File: config.mk
export PLATFORM = sky130hd
export DESIGN_NAME = fixed_point_iterative_unit
export DESIGN_NICKNAME = d
export VERILOG_FILES = /design/src/rtl/fixed_point_iterative_unit.sv
export SDC_FILE = /design/constraint.sdc
export NUM_CORES = 2
export LEC_CHECK = 0
export ABC_AREA = 1
export CAP_MARGIN = 25
export CORE_AREA = 2 2 347 349
export CTS_CLUSTER_DIAMETER = 100
export DETAILED_ROUTE_END_ITERATION = 16
export DIE_AREA = 0 0 349 351
export GPL_ROUTABILITY_DRIVEN = 1
export RECOVER_POWER = 100
export SLEW_MARGIN = 20
export SYNTH_ARGS = -nofsm -noshare
export SYNTH_HDL_FRONTEND = slang
export SYNTH_SLANG_ARGS = --single-unit
File: constraint.sdc
create_clock -name clk -period 4.65 [get_ports clk]
set_clock_uncertainty 0.2 [all_clocks]
set_input_delay 0.93 -clock clk [delete_from_list [all_inputs] [get_ports clk]]
set_output_delay 0.93 -clock clk [all_outputs]
set_load 0.02 [all_outputs]
File: src/rtl/fixed_point_iterative_unit.sv
// fixed_point_iterative_unit: signed Q-format add/sub/mul/div/sqrt.
// Mul, div and sqrt iterate one bit per cycle behind a start/ready handshake.
module fixed_point_iterative_unit #(
    parameter int WIDTH    = 32,
    parameter int FBITS    = 10,
    parameter bit SATURATE = 1'b1
) (
    input  logic             clk,
    input  logic             reset,
    input  logic             start,
    input  logic [2:0]       operation,
    input  logic [WIDTH-1:0] operand_1,
    input  logic [WIDTH-1:0] operand_2,
    output logic [WIDTH-1:0] result,
    output logic             ready,
    output logic             busy,
    output logic             overflow,
    output logic             div_by_zero,
    output logic             invalid
);
    localparam int DW = WIDTH + FBITS;
    localparam int SN = DW / 2;
    localparam int PW = 2 * WIDTH;
    localparam int XW = 2 * WIDTH + 2;
    localparam int RW = SN + 4;
    localparam int CW = $clog2(DW + 1);

    localparam logic [2:0] OP_ADD  = 3'b000;
    localparam logic [2:0] OP_SUB  = 3'b001;
    localparam logic [2:0] OP_MUL  = 3'b010;
    localparam logic [2:0] OP_DIV  = 3'b011;
    localparam logic [2:0] OP_SQRT = 3'b100;

    localparam logic signed [XW-1:0] MAX_X =
        {{(XW-WIDTH+1){1'b0}}, {(WIDTH-1){1'b1}}};
    localparam logic signed [XW-1:0] MIN_X =
        {{(XW-WIDTH+1){1'b1}}, {(WIDTH-1){1'b0}}};
    localparam logic [WIDTH-1:0] MAX_W = {1'b0, {(WIDTH-1){1'b1}}};
    localparam logic [WIDTH-1:0] MIN_W = {1'b1, {(WIDTH-1){1'b0}}};

    typedef enum logic [2:0] {IDLE, MUL, DIV, SQRT, FINISH} state_t;

    state_t state, state_d;

    logic [2:0]       op_q;
    logic [WIDTH-1:0] a_q, b_q, mag_b;
    logic [PW-1:0]    mcand, prod;
    logic [WIDTH-1:0] mplier;
    logic [DW-1:0]    dvd, quo, rad;
    logic [WIDTH-1:0] rem;
    logic [RW-1:0]    srem;
    logic [SN-1:0]    root;
    logic [CW-1:0]    cnt;

    function automatic logic [WIDTH-1:0] magn(input logic [WIDTH-1:0] x);
        return x[WIDTH-1] ? -x : x;
    endfunction

    function automatic logic signed [XW-1:0] sext(input logic [WIDTH-1:0] x);
        return {{(XW-WIDTH){x[WIDTH-1]}}, x};
    endfunction

    // Single-step terms for restoring division and digit-by-digit root
    logic [WIDTH:0]  dtrial;
    logic            dge;
    logic [RW-1:0]   s_sh, s_try;
    logic            sge;

    assign dtrial = {rem, dvd[DW-1]};
    assign dge    = dtrial >= {1'b0, mag_b};
    assign s_sh   = {srem[RW-3:0], rad[DW-1 -: 2]};
    assign s_try  = RW'({root, 2'b01});
    assign sge    = s_sh >= s_try;

    // Sign application, range check and special-case results for FINISH
    logic [XW-1:0]        mag_x;
    logic signed [XW-1:0] sval;
    logic [WIDTH-1:0]     fin_res;
    logic                 fin_ovf, fin_dz, fin_inv;

    always_comb begin
        mag_x   = '0;
        sval    = '0;
        fin_res = '0;
        fin_ovf = 1'b0;
        fin_dz  = 1'b0;
        fin_inv = 1'b0;
        unique case (op_q)
            OP_ADD: sval = sext(a_q) + sext(b_q);
            OP_SUB: sval = sext(a_q) - sext(b_q);
            OP_MUL: begin
                mag_x = XW'(prod >> FBITS);
                sval  = (a_q[WIDTH-1] ^ b_q[WIDTH-1]) ?
                        -$signed(mag_x) : $signed(mag_x);
            end
            OP_DIV: begin
                mag_x  = XW'(quo);
                sval   = (a_q[WIDTH-1] ^ b_q[WIDTH-1]) ?
                         -$signed(mag_x) : $signed(mag_x);
                fin_dz = (b_q == '0);
            end
            OP_SQRT: begin
                mag_x   = XW'(root);
                sval    = $signed(mag_x);
                fin_inv = a_q[WIDTH-1];
            end
            default: fin_inv = 1'b1;
        endcase
        if (sval > MAX_X) begin
            fin_ovf = 1'b1;
            fin_res = SATURATE ? MAX_W : sval[WIDTH-1:0];
        end else if (sval < MIN_X) begin
            fin_ovf = 1'b1;
            fin_res = SATURATE ? MIN_W : sval[WIDTH-1:0];
        end else begin
            fin_res = sval[WIDTH-1:0];
        end
        if (fin_dz) begin
            fin_ovf = 1'b0;
            fin_res = a_q[WIDTH-1] ? MIN_W : MAX_W;
        end
        if (fin_inv) begin
            fin_ovf = 1'b0;
            fin_res = '0;
        end
    end

    // State register
    always_ff @(posedge clk) begin
        if (reset) state <= IDLE;
        else       state <= state_d;
    end

    // Next state: dispatch on opcode, iterate until the counter runs out
    always_comb begin
        state_d = state;
        unique case (state)
            IDLE: begin
                if (start) begin
                    unique case (operation)
                        OP_MUL:  state_d = MUL;
                        OP_DIV:  state_d = (operand_2 == '0) ? FINISH : DIV;
                        OP_SQRT: state_d = operand_1[WIDTH-1] ? FINISH : SQRT;
                        default: state_d = FINISH;
                    endcase
                end
            end
            MUL, DIV, SQRT: if (cnt == CW'(1)) state_d = FINISH;
            FINISH:  state_d = IDLE;
            default: state_d = IDLE;
        endcase
    end

    // Operand latch, iterative datapath and registered outputs
    always_ff @(posedge clk) begin
        if (reset) begin
            op_q        <= '0;
            a_q         <= '0;
            b_q         <= '0;
            mag_b       <= '0;
            mcand       <= '0;
            prod        <= '0;
            mplier      <= '0;
            dvd         <= '0;
            quo         <= '0;
            rem         <= '0;
            rad         <= '0;
            srem        <= '0;
            root        <= '0;
            cnt         <= '0;
            result      <= '0;
            ready       <= 1'b0;
            busy        <= 1'b0;
            overflow    <= 1'b0;
            div_by_zero <= 1'b0;
            invalid     <= 1'b0;
        end else begin
            ready <= 1'b0;
            unique case (state)
                IDLE: begin
                    if (start) begin
                        busy   <= 1'b1;
                        op_q   <= operation;
                        a_q    <= operand_1;
                        b_q    <= operand_2;
                        mag_b  <= magn(operand_2);
                        mcand  <= PW'(magn(operand_1));
                        mplier <= magn(operand_2);
                        prod   <= '0;
                        dvd    <= {magn(operand_1), {FBITS{1'b0}}};
                        quo    <= '0;
                        rem    <= '0;
                        rad    <= {operand_1, {FBITS{1'b0}}};
                        srem   <= '0;
                        root   <= '0;
                        unique case (operation)
                            OP_MUL:  cnt <= CW'(WIDTH);
                            OP_DIV:  cnt <= CW'(DW);
                            OP_SQRT: cnt <= CW'(SN);
                            default: cnt <= '0;
                        endcase
                    end
                end
                MUL: begin
                    prod   <= prod + (mplier[0] ? mcand : '0);
                    mcand  <= mcand << 1;
                    mplier <= mplier >> 1;
                    cnt    <= cnt - 1'b1;
                end
                DIV: begin
                    rem <= dge ? WIDTH'(dtrial - {1'b0, mag_b})
                               : dtrial[WIDTH-1:0];
                    quo <= {quo[DW-2:0], dge};
                    dvd <= dvd << 1;
                    cnt <= cnt - 1'b1;
                end
                SQRT: begin
                    srem <= sge ? (s_sh - s_try) : s_sh;
                    root <= {root[SN-2:0], sge};
                    rad  <= rad << 2;
                    cnt  <= cnt - 1'b1;
                end
                FINISH: begin
                    result      <= fin_res;
                    overflow    <= fin_ovf;
                    div_by_zero <= fin_dz;
                    invalid     <= fin_inv;
                    ready       <= 1'b1;
                    busy        <= 1'b0;
                end
                default: ;
            endcase
        end
    end
endmodule

After elaboration in Yosys (flattened, before gate mapping)
Cells that the tools add are included.
{ "totals": {"reg_bits": 507, "input_bits": 70, "output_inout_bits": 37, "word_cells": 117} }
{ "op_classes": {"add_sub_neg": 10, "magnitude_cmp": 4, "n_eq_ne": 14, "mux": 49, "n_bitwise": 1, "n_reduce_logical": 18} }
{ "op_table": {"columns": ["cell", "n"], "rows": [
  ["case mux 66 bit (5 select lines)", 1],
  ["2-to-1 mux 32 bit", 10],
  ["case mux 64 bit (2 select lines)", 2],
  ["case mux 42 bit (2 select lines)", 3],
  ["2-to-1 mux 64 bit", 3],
  ["2-to-1 mux 66 bit", 2],
  ["case mux 32 bit (2 select lines)", 2],
  ["2-to-1 mux 42 bit", 3],
  ["greater-than comparator 66 x 32 -> 1 bit, second input constant", 1],
  ["less-than comparator 66 x 32 -> 1 bit, second input constant", 1],
  ["negator 42 -> 66 bit", 1],
  ["negator 54 -> 66 bit", 1],
  ["adder 64 bit", 1],
  ["logical NOT 32 bit", 2],
  ["negator 32 bit", 2],
  ["2-to-1 mux 23 bit", 2],
  ["case mux 23 bit (2 select lines)", 1],
  ["case mux 21 bit (2 select lines)", 1],
  ["adder 32 x 32 -> 33 bit", 1],
  [">= comparator 33 x 32 -> 1 bit", 1],
  ["subtractor 32 x 32 -> 33 bit", 1],
  ["subtractor 32 bit", 1],
  [">= comparator 25 x 23 -> 1 bit", 1],
  ["subtractor 23 bit", 1],
  ["other kinds (22)", 51]
]} }

Logic depth before layout (Yosys ltp)
{ "depth": {"word_depth": 8, "mapped_depth": 28} }

Worst setup path before layout
OpenSTA, ideal clock, no wires.
{ "synth_path": {"kind": "in2reg", "startpoint": "input operand_2[1]", "endpoint": "register mplier[30]", "setup_ns": 0.074, "t_arrival_ns": 3.109, "required_ns": 4.376, "setup_slack_ns": 1.267, "path_stages": 15, "path_buffers": 0, "path_cell_list": "inv_1 ha_1 inv_1 nor3_1 nand3_1 nor3_1 nand4_1 nor3_1 nand2_1 nor4_1 nor2_1 a21oi_1 xnor2_1 nand2_1 a31oi_1"} }
{ "synth_between": {"elab_chain_len": 4} }
{ "synth_rtl": {"columns": ["item", "line", "rtl"], "rows": [
  ["start: declaration", "13", "input logic [WIDTH-1:0] operand_2,"],
  ["negator 32 bit", "56", "return x[WIDTH-1] ? -x : x;"],
  ["2-to-1 mux 32 bit", "56", null],
  ["2-to-1 mux 32 bit", "181", "if (start) begin"],
  ["case mux 32 bit (2 select lines)", "179", "unique case (state)"],
  ["end signal: assignment", "188", "mplier <= magn(operand_2);"],
  ["end signal: assignment", "207", "mplier <= mplier >> 1;"],
  ["end: declaration", "48", "logic [WIDTH-1:0] mplier;"]
]} }
No other way between the ends. The select of a mux whose other input is x is not followed.
A chain may end at the register's enable or synchronous reset.

Worst setup path in the final report
{ "layout_path": {"startpoint": "register b_q[0]", "endpoint": "register result[24]"} }
{ "layout_between": {"elab_chain_len": 7} }
{ "layout_rtl": {"columns": ["item", "line", "rtl"], "rows": [
  ["start: declaration", "46", "logic [WIDTH-1:0] a_q, b_q, mag_b;"],
  ["start signal: assignment", "185", "b_q <= operand_2;"],
  ["subtractor 32 x 32 -> 33 bit or adder 32 x 32 -> 33 bit (tied branches)", "90, 89", null],
  ["case mux 66 bit (5 select lines)", "88", "unique case (op_q)"],
  ["less-than comparator 66 x 32 -> 1 bit", "112", "end else if (sval < MIN_X) begin"],
  ["2-to-1 mux 32 bit", "112", null],
  ["2-to-1 mux 32 bit", "109", "if (sval > MAX_X) begin"],
  ["2-to-1 mux 32 bit *", "118", "if (fin_dz) begin"],
  ["2-to-1 mux 32 bit *", "122", "if (fin_inv) begin"],
  ["end signal: assignment", "224", "result <= fin_res;"],
  ["end: declaration", "14", "output logic [WIDTH-1:0] result,"]
]} }
Every way passes the cells marked *; elsewhere a longest branch is shown, timed or not.

==> impl_metrics.tcl <==
set metrics [dict create \
    ant_nets 0 \
    critPathBufInv 2 \
    cts_tree "built" \
    critPathLaunchType "register" \
    yosys.area.top_type "dfxtp_1" \
    dp.final_hpwl_um 108000 \
    routabilityCongestion 0.999 \
    drv_slew 164 \
    power_mw 12.3 \
    drt_pass1_iterations 6 \
    crit_slowest_cell "dfxtp_1" \
    required_ps 4950 \
    yosys.area_share.adder_pct 6.65 \
    synth_seq_cells 486 \
    drc_errors 0 \
    internal-power_mw 8.19 \
    path_depth 21 \
    min-delay-path-class "register to register" \
    cp_top_family "simple AND/OR/NAND/NOR gates" \
    yosysMostFrequentCell "nand2_1" \
    boundaryPins 107 \
    swShare_pct 33.5 \
    fp.dieW_um 349 \
    holdPathStages 2 \
    critPathKind "register to register" \
    relSlewSlack_pct -32.1 \
    reg2reg_depth 21 \
    vias 40000 \
    ys_top_cells_by_area "dfxtp_1, nand2_1, a21oi_1, inv_1, ha_1" \
    ir_worst_vdd_v 0.000350 \
    multiInputGateArea_um2 23100 \
    leakage_nw 19.0 \
    h-tree-depth 2 \
    yosys.area_share.simple_pct 35.3 \
    finalHoldViolations 0 \
    fin_tns_setup_ps 0 \
    gr-usage-all-layers_pct 22.0 \
    nNetsFinal 6381 \
    path_cells "ha_1 > inv_1 > fa_1 > nand2_1 > nand2_1 > nand3_2 > nand2_2 > nand2_2 > nand2_2 > nand2_1 > nand3_1 > nand3_4 > nand4_1 > or2_0 > nor3_1 > nand3_1 > nand3_1 > buf_6 > nand2_1 > nand2_1 > a21oi_1" \
    rows 127 \
    max_slew.worst_pin.slew_ps 1970 \
    r2r_setup_slack_ps 300 \
    grt_pass1_wl_um 214000 \
    max_stage_delay_ps 520 \
    clk_pin_slew_ps 70 \
    synth_edf_count 0 \
    synth-xor-area-share_pct 2.08 \
    cp_common_cell "nand2_1" \
    post-place-ws_ps 25.3 \
    io_buffers 106 \
    dp_cells 7606 \
    synth_compound_area_share_pct 19.2 \
    fillerInstances 13000 \
    arrival_ps 4650 \
    pwr-share-comb_pct 21.9 \
    final_util_pct 34.8 \
    initial_core_util_pct 30.7 \
    p_switching_mw 4.12 \
    clock_sinks 486 \
    coreArea_um2 119000 \
    endpoint_kind "register" \
    syn_area_um2 36600 \
    synth_cells 6110 \
    ys_seq_area_share_pct 26.6 \
    p_clk_share_pct 41.7 \
    ys.flop_type "dfxtp_1" \
    synth_common_cells "nand2_1, a21oi_1, inv_1" \
    drt_wl_total_um 139000 \
    post_synth.cell_area_avg_um2 5.99 \
    clockBufferDepth 3 \
    rsz0062_at_grt "no" \
    grt_max_degree 173 \
    die_area_um2 122000 \
    failed_checks "capacitance limit, slew limit" \
    synth_top_area_share_pct 26.6 \
    drt-initial-drc-count 3635 \
    post-route-period-util_pct 93.5 \
    drv_cap 4 \
    synth-async-reset-ratio_pct 0 \
    cp_max_fo 32 \
    viasPerCell 5.19 \
    pwr-share-seq_pct 36.4 \
    insertion_delay_ps 720 \
    syn_to_final_growth_pct 13.3 \
    layout.cells.non_filler 7716 \
    synth_cell_types 64 \
    antenna_found_initial 9 \
    synth_mux_area_share_pct 0 \
    yosys_warnings 0 \
    p_per_area_nw_per_um2 297 \
    synth_top_family_by_area "simple AND/OR/NAND/NOR gates" \
    drive_gt1_share_pct 5.12 \
    status "complete, but fails checks" \
    wl_per_cell_um 18.0 \
    post-cts-setup-buffers 0 \
    n_antenna_cell 0 \
    syn-num-nets 6372 \
    fmax_mhz 230 \
    cts_buffers 59 \
    finalWorstSetupSlack_ps 303 \
    root_buffer "clkbuf_16" \
    overflow 0 \
    fin_crit_ps 4350 \
    setup_viol_count_final 0 \
    grt_pass1_vias 36600 \
    die-height_um 351 \
    register_area_um2 9730 \
]
[what timing repair did]
item,4_1_cts,5_1_grt
gates resized for setup,0,1
setup endpoints to repair,0,24
hold buffers,0,0
[cell usage in the layout (no fill, tap or decap), types with 12 or more instances in the layout]
master,count
o211ai_1,42
nor3_1,72
xor2_1,39
o21bai_1,27
dlygate4sd3_1,39
a21oi_1,703
o21ai_0,267
dfxtp_1,485
buf_4,69
nand2_2,12
ha_1,187
inv_2,25
inv_1,673
xnor2_1,48
nand3_1,413
nand2_1,1902
clkdlybuf4s50_1,66
or2_2,30
nor4_1,19
a31oi_1,149
nor2_2,19
o21a_1,14
clkbuf_16,59
nand3b_1,12
nand4_1,63
nor2_1,526
a21o_1,17
[routing by layer]
layer | up-vias | share of wire [%] | global-route usage, %
met2 | 1308 | 42 | 33.5
met3 | 196 | 7.0 | 3.25
met5 | - | 0.070 | 0
met4 | 16 | 2.6 | 5.87
met1 | 18500 | 48 | 32.0
li1 | 20000 | - | -
[power groups by stage]
stage               clock network [mW]  registers, mW  logic [mW]
floorplan                            0           4.56        1.77
global placement                     0           4.58        2.66
detailed placement                   0           4.58        2.66
CTS                               5.24           4.49        2.68
global route                      5.39           4.51        2.96
finish                            5.14           4.49        2.69
[worst reg2reg max path: stages, from the launching register on]
cell	delay (ps)
dfxtp_1	520
ha_1	210
inv_1	70
fa_1	380
nand2_1	100
nand2_1	100
nand3_2	110
nand2_2	90
nand2_2	90
nand2_2	80
nand2_1	210
nand3_1	200
nand3_4	330
nand4_1	210
or2_0	260
nor3_1	280
nand3_1	110
nand3_1	110
buf_6	260
nand2_1	110
nand2_1	70
a21oi_1	80
[worst paths after layout]
kind,from,end
max,b_q[0]$_SDFFE_PP0P_,result[24]$_SDFFE_PP0P_
min,result[25]$_SDFFE_PP0P_,result[25]$_SDFFE_PP0P_
max reg2reg,b_q[0]$_SDFFE_PP0P_,result[24]$_SDFFE_PP0P_
min reg2reg,result[25]$_SDFFE_PP0P_,result[25]$_SDFFE_PP0P_
[sequential cells by signal (all words and copies together) (netlist names)]
name	cells
ready	1
rad	32
op_q	3
mcand	64
cnt	6
result	32
overflow	1
div_by_zero	1
mplier	32
a_q	32
busy	1
quo	42
invalid	1
dvd	32
mag_b	31
b_q	32
state	3
srem	23
root	21
prod	64
rem	32
[area by class of cell]
cell class                 count  share of cell area [%]
clock buffer                  70                    3.83
multi-input combinational   4670                    55.8
inverter                     704                    6.39
timing repair buffer         198                    4.40
clock inverter                40                    1.40
tap                         1548                    4.67
sequential                   486                    23.5
[stage by stage]
step / cell area (µm²) / hold slack (ps)
3_5_place_dp: 39400 / 255
3_3_place_gp: 39400 / 250
5_1_grt: 41500 / 277
4_1_cts: 41500 / 265
2_1_floorplan: 36600 / 241
6_report: 41500 / 262
[cell families after synthesis]
logic type               after synthesis
AO/OA/AOI/OAI                       1281
adder cells (fa/ha/maj)              192
XOR/XNOR                              87
buffers and inverters                954
flip-flops                           486
AND/OR/NAND/NOR                     3110
Power figures use the tool's default switching activity.
